==> config.mk <==
export PLATFORM = sky130hd
export DESIGN_NAME = mipi_deserializer
export DESIGN_NICKNAME = d
export VERILOG_FILES = /design/src/rtl/mipi_deserializer.sv
export SDC_FILE = /design/constraint.sdc
export NUM_CORES = 1
export LEC_CHECK = 0
export ABC_AREA = 1
export BUFFER_PORTS_ARGS = -buffer_cell sky130_fd_sc_hd__buf_2
export CAP_MARGIN = 20
export CORE_UTILIZATION = 40
export CTS_CLUSTER_DIAMETER = 150
export CTS_CLUSTER_SIZE = 28
export DETAILED_ROUTE_END_ITERATION = 16
export GPL_TIMING_DRIVEN = 0
export PLACE_DENSITY = 0.72
export SYNTH_ARGS = -nofsm -noshare
export SYNTH_HDL_FRONTEND = slang
export SYNTH_SLANG_ARGS = --single-unit
==> constraint.sdc <==
create_clock -name HS_RXCLK -period 1.55 [get_ports HS_RXCLK]
set_clock_uncertainty 0.1 [all_clocks]
set_input_delay 0.155 -clock HS_RXCLK [delete_from_list [all_inputs] [get_ports HS_RXCLK]]
set_output_delay 0.155 -clock HS_RXCLK [all_outputs]
set_load 0.02 [all_outputs]
==> src/rtl/mipi_deserializer.sv <==
// MIPI D-PHY HS receive deserializer: hunts for the HS sync byte, then assembles LSB-first bytes.
// Define MIPI_RX_SYNC_TOL_EN to also accept a sync byte with a single bit error (flags HSRX_ERR_SOT).
module mipi_deserializer #(
  parameter int unsigned      WIDTH     = 8,
  parameter logic [WIDTH-1:0] SYNC_WORD = 8'hB8
) (
  input  logic             HS_RXCLK,
  input  logic             HS_RX_RST,
  input  logic             DRXHS,
  input  logic             HS_RX_EN,
  output logic [WIDTH-1:0] HSRX_DATA,
  output logic             HSRX_VALID,
  output logic             HSRX_SOT,
  output logic             HSRX_EOT,
  output logic             HSRX_PARTIAL,
  output logic             HSRX_ACTIVE,
  output logic             HSRX_ERR_SOT
);

  localparam int unsigned CntW = $clog2(WIDTH);
  localparam logic [CntW-1:0] CntLast = CntW'(WIDTH - 1);

  typedef enum logic [1:0] {StIdle, StHunt, StRecv} state_e;

  state_e           state_q, state_d;
  logic             din_q, din_d;
  logic [WIDTH-1:0] shift_q, shift_d, shift_nxt;
  logic [CntW-1:0]  cnt_q, cnt_d;
  logic [WIDTH-1:0] data_q, data_d;
  logic             valid_q, valid_d;
  logic             sot_q, sot_d;
  logic             eot_q, eot_d;
  logic             partial_q, partial_d;
  logic             active_q, active_d;
  logic             err_sot_q, err_sot_d;
  logic             sync_exact;
  logic             sync_tol;

  assign shift_nxt  = {din_q, shift_q[WIDTH-1:1]};
  assign sync_exact = (shift_nxt == SYNC_WORD);

`ifdef MIPI_RX_SYNC_TOL_EN
  logic [WIDTH-1:0] sync_diff;
  assign sync_diff = shift_nxt ^ SYNC_WORD;
  // Exactly one differing bit: non-zero and a power of two.
  assign sync_tol  = (sync_diff != '0) && ((sync_diff & (sync_diff - 1'b1)) == '0);
`else
  assign sync_tol  = 1'b0;
`endif

  always_comb begin
    state_d   = state_q;
    din_d     = DRXHS;
    shift_d   = shift_nxt;
    cnt_d     = cnt_q;
    data_d    = data_q;
    valid_d   = 1'b0;
    sot_d     = 1'b0;
    eot_d     = 1'b0;
    partial_d = 1'b0;
    err_sot_d = 1'b0;

    if (!HS_RX_EN) begin
      state_d = StIdle;
      din_d   = 1'b0;
      shift_d = '1;
      cnt_d   = '0;
      if (state_q == StRecv) begin
        eot_d     = 1'b1;
        partial_d = (cnt_q != '0);
      end
    end else begin
      unique case (state_q)
        StIdle: begin
          // Keep the all-ones preload so the sync zeros must come from the line.
          state_d = StHunt;
          shift_d = '1;
          cnt_d   = '0;
        end
        StHunt: begin
          if (sync_exact || sync_tol) begin
            state_d   = StRecv;
            cnt_d     = '0;
            sot_d     = 1'b1;
            err_sot_d = !sync_exact;
          end
        end
        StRecv: begin
          cnt_d = cnt_q + CntW'(1);
          if (cnt_q == CntLast) begin
            data_d  = shift_nxt;
            valid_d = 1'b1;
          end
        end
        default: state_d = StIdle;
      endcase
    end

    active_d = (state_d == StRecv);
  end

  always_ff @(posedge HS_RXCLK) begin
    if (HS_RX_RST) begin
      state_q   <= StIdle;
      din_q     <= 1'b0;
      shift_q   <= '1;
      cnt_q     <= '0;
      data_q    <= '0;
      valid_q   <= 1'b0;
      sot_q     <= 1'b0;
      eot_q     <= 1'b0;
      partial_q <= 1'b0;
      active_q  <= 1'b0;
      err_sot_q <= 1'b0;
    end else begin
      state_q   <= state_d;
      din_q     <= din_d;
      shift_q   <= shift_d;
      cnt_q     <= cnt_d;
      data_q    <= data_d;
      valid_q   <= valid_d;
      sot_q     <= sot_d;
      eot_q     <= eot_d;
      partial_q <= partial_d;
      active_q  <= active_d;
      err_sot_q <= err_sot_d;
    end
  end

  assign HSRX_DATA    = data_q;
  assign HSRX_VALID   = valid_q;
  assign HSRX_SOT     = sot_q;
  assign HSRX_EOT     = eot_q;
  assign HSRX_PARTIAL = partial_q;
  assign HSRX_ACTIVE  = active_q;
  assign HSRX_ERR_SOT = err_sot_q;

endmodule
==> results.json <==
{
  "yosysWarnings": 0,
  "totalWireLength_um": 1480,
  "crit_type": "flip-flop to flip-flop",
  "routed_via_density": 4.541,
  "cap_viol_max_count": 0,
  "start_util_pct": 43.29,
  "syn_to_final_growth_pct": 18.85,
  "utilization_pct": 51.44,
  "firstDrtPassIters": 4,
  "ant_nets": 0,
  "rsz0062_at_grt": "false",
  "cts_made_buffers": 3,
  "die_area_um2": 2641,
  "p_sw_mw": 0.2304,
  "max_freq_ghz": 0.7010,
  "powerDensity_nw_per_um2": 904.8,
  "wl_per_cell_um": 9.427,
  "status": "completed",
  "nets": 137,
  "finalCriticalPeriod_ns": 1.426,
  "grt_max_degree": 17,
  "grt_pass1_wl_um": 2518,
  "pwr-share-seq_pct": 67.1,
  "met3_usage_pct": 2.679,
  "drive_gt1_share_pct": 27.13,
  "slew_violations": 0,
  "ys_types": 19,
  "synth-edff-count": 0,
  "antenna_found_initial": 0,
  "critical_path_buf_inv_count": 1,
  "port_buffers": 17,
  "ys_seq_area_share_pct": 55.38,
  "synthTopCellsByArea": "dfxtp_1 (55%), inv_1 (5.8%), nand2_1 (5.8%), a21oi_1 (4.6%), ha_1 (3.8%)",
  "crit_path_top_delay_cell": "dfxtp_2",
  "grt.met1_usage_pct": 15.81,
  "hold_depth": 2,
  "crit_family": "adder cells",
  "grt_busiest_layer": "met2",
  "insertion_delay_ns": 0.32,
  "drt_iter0_drc": 9,
  "arrival_ns": 1.57,
  "clock-sinks": 27,
  "ys_seq_elements": 27,
  "ir_drop_v": 0.0004251,
  "overflow": 0,
  "dpl.hpwl_um": 1168,
  "avgSynthCellArea_um2": 9.295,
  "ctsLongestPathBuffers": 2,
  "crit_top_cell": "ha_1",
  "synth.largest_area_cell": "dfxtp_1",
  "htreeDepth": 1,
  "cts_setup_buffers": 0,
  "rows": 17,
  "design.core.area_um2": 2255,
  "p_sw_share_pct": 21.96,
  "path_cells": "ha_1, ha_1, nand2_2, nor2_8, buf_12, o21ai_2, a21oi_2",
  "slowest_delay_ns": 0.36,
  "crit_path_end_kind": "flip-flop",
  "p_comb_share_pct": 4.6,
  "ys.flop_type": "dfxtp_1",
  "dp_slack_ns": 0.06237,
  "setup-violations-final": 0,
  "hold_viol": 0,
  "setup_tns_ns": 0,
  "synth_top_area_share_pct": 55.38,
  "cp.required_ns": 1.69,
  "via_count": 713,
  "grt.total_usage_pct": 13.20,
  "syn_area_um2": 975.9,
  "crit_fanout": 10,
  "antenna_cells": 0,
  "p_clk_share_pct": 28.3,
  "rr_worst_depth": 7,
  "gp_congestion": 0.6904,
  "pin_count": 18,
  "worst-path-stages": 7,
  "cts_tree": "built",
  "grt_pass1_vias": 617,
  "cts.clk_slew.worst_paths_ns": 0.14,
  "die_h_um": 51.40,
  "grt_use_met2_pct": 20.78,
  "syn_nets": 112,
  "die_width_um": 51.40,
  "fin_crit_sh_pct": 92.03,
  "syn_inst": 105,
  "p_leak_nw": 0.5814,
  "hp-class": "flip-flop to flip-flop",
  "power.internal_mw": 0.8190,
  "route.detailed.drc": 0,
  "worst_slack_ns": 0.1235,
  "cts_root_buf": "clkbuf_4",
  "critPathLaunchType": "flip-flop",
  "synth-async-reset-ratio_pct": 0
}
[path summary, 6_finish.rpt]
check,slack (ns),startpoint,to
worst max register to register,0.12,cnt_q[0]$_SDFFE_PP0P_,HSRX_DATA[0]$_SDFFE_PP0P_
worst min-delay path,0.36,shift_q[3]$_SDFF_PP1_,shift_q[2]$_SDFF_PP1_
worst max-delay path,0.12,cnt_q[0]$_SDFFE_PP0P_,HSRX_DATA[0]$_SDFFE_PP0P_
worst min register to register,0.36,shift_q[3]$_SDFF_PP1_,shift_q[2]$_SDFF_PP1_
[metal layers]
layer	wire length [um]	vias up	share of wire [%]
li1	-	377	-
met1	685	315	46
met2	685	16	46
met3	57	5	3.9
met4	52	0	3.5
met5	0	-	0
[layout make-up]
class                   count  area, um2
plain buffers               2      31.28
clock buffers               3      22.52
clock inverters             1      7.507
fillers                   226       1095
inverters                  18      67.56
multi-input cells          58      339.1
flip-flops and latches     27      541.8
well taps                  28      35.03
repair buffers             20      115.1
[metrics by stage]
stage	instances	hold WS, ns	power [mW]	instance area (um2)
floorplan	105	0.1343	0.7486	975.9
global placement	150	0.2689	0.7604	1096
detailed placement	150	0.2755	0.7617	1096
CTS	157	0.3587	1.061	1156
global route	157	0.3868	1.096	1160
finish	157	0.3568	1.049	1160
[placed cells by master, fill, tap and decap left out]
| master | n |
|---|---|
| nor3_1 | 3 |
| a21oi_1 | 9 |
| o21a_1 | 1 |
| inv_2 | 3 |
| buf_2 | 17 |
| clkinvlp_4 | 1 |
| nor2_1 | 5 |
| inv_1 | 15 |
| clkbuf_4 | 3 |
| dfxtp_1 | 26 |
| a21boi_0 | 2 |
| conb_1 | 1 |
| nor2_8 | 1 |
| nand2_1 | 14 |
| nor2_4 | 2 |
| o21ai_0 | 7 |
| buf_6 | 1 |
| dlygate4sd3_1 | 3 |
| a21oi_2 | 2 |
| dfxtp_2 | 1 |
| nand3_1 | 5 |
| buf_12 | 1 |
| ha_1 | 3 |
| o21ai_2 | 2 |
| nand2_2 | 1 |
[flip-flops by register name (all words and copies together), names as in the netlist]
register      flops
HSRX_DATA         8
state_q           2
HSRX_SOT          1
HSRX_ACTIVE       1
din_q             1
HSRX_ERR_SOT      1
HSRX_EOT          1
shift_q           7
HSRX_VALID        1
cnt_q             3
HSRX_PARTIAL      1
[cell usage after synthesis (3+ instances only)]
master	n
dfxtp_1	27
nand3_1	5
nor3_1	3
nand2_1	15
inv_1	15
nor2_1	5
ha_1	3
o21ai_0	7
a21oi_1	9
inv_2	3
[timing repair]
item | CTS | global route
endpoints found under the hold margin | 3 | 0
gates resized for setup | 0 | 2
setup endpoints to repair | 0 | 5
hold buffers | 3 | 0
[power groups by stage]
stage / combinational [mW] / clock [mW] / sequential, mW
floorplan: 0.0266 / 0 / 0.722
finish: 0.0485 / 0.297 / 0.704
global placement: 0.0415 / 0 / 0.719
global route: 0.0538 / 0.336 / 0.705
detailed placement: 0.0424 / 0 / 0.719
CTS: 0.0482 / 0.308 / 0.704
[kinds of logic (layout without fill, tap and decap cells)]
family	count (synthesis)	after routing	synth area share (%)
AND/OR/NAND/NOR	31	31	16.15
flip-flops	27	27	55.38
AO/OA/AOI/OAI	23	23	14.10
buffers and inverters	20	44	10.13
adder cells (fa/ha/maj)	3	3	3.847
other	1	1	0.3842
[tightest hold or removal path, cell delays in order, from the launching register on]
cell and delay (ns):
dfxtp_1 0.33, inv_1 0.05, nand2_1 0.06
No activity file was read; power rests on OpenSTA's default activity.
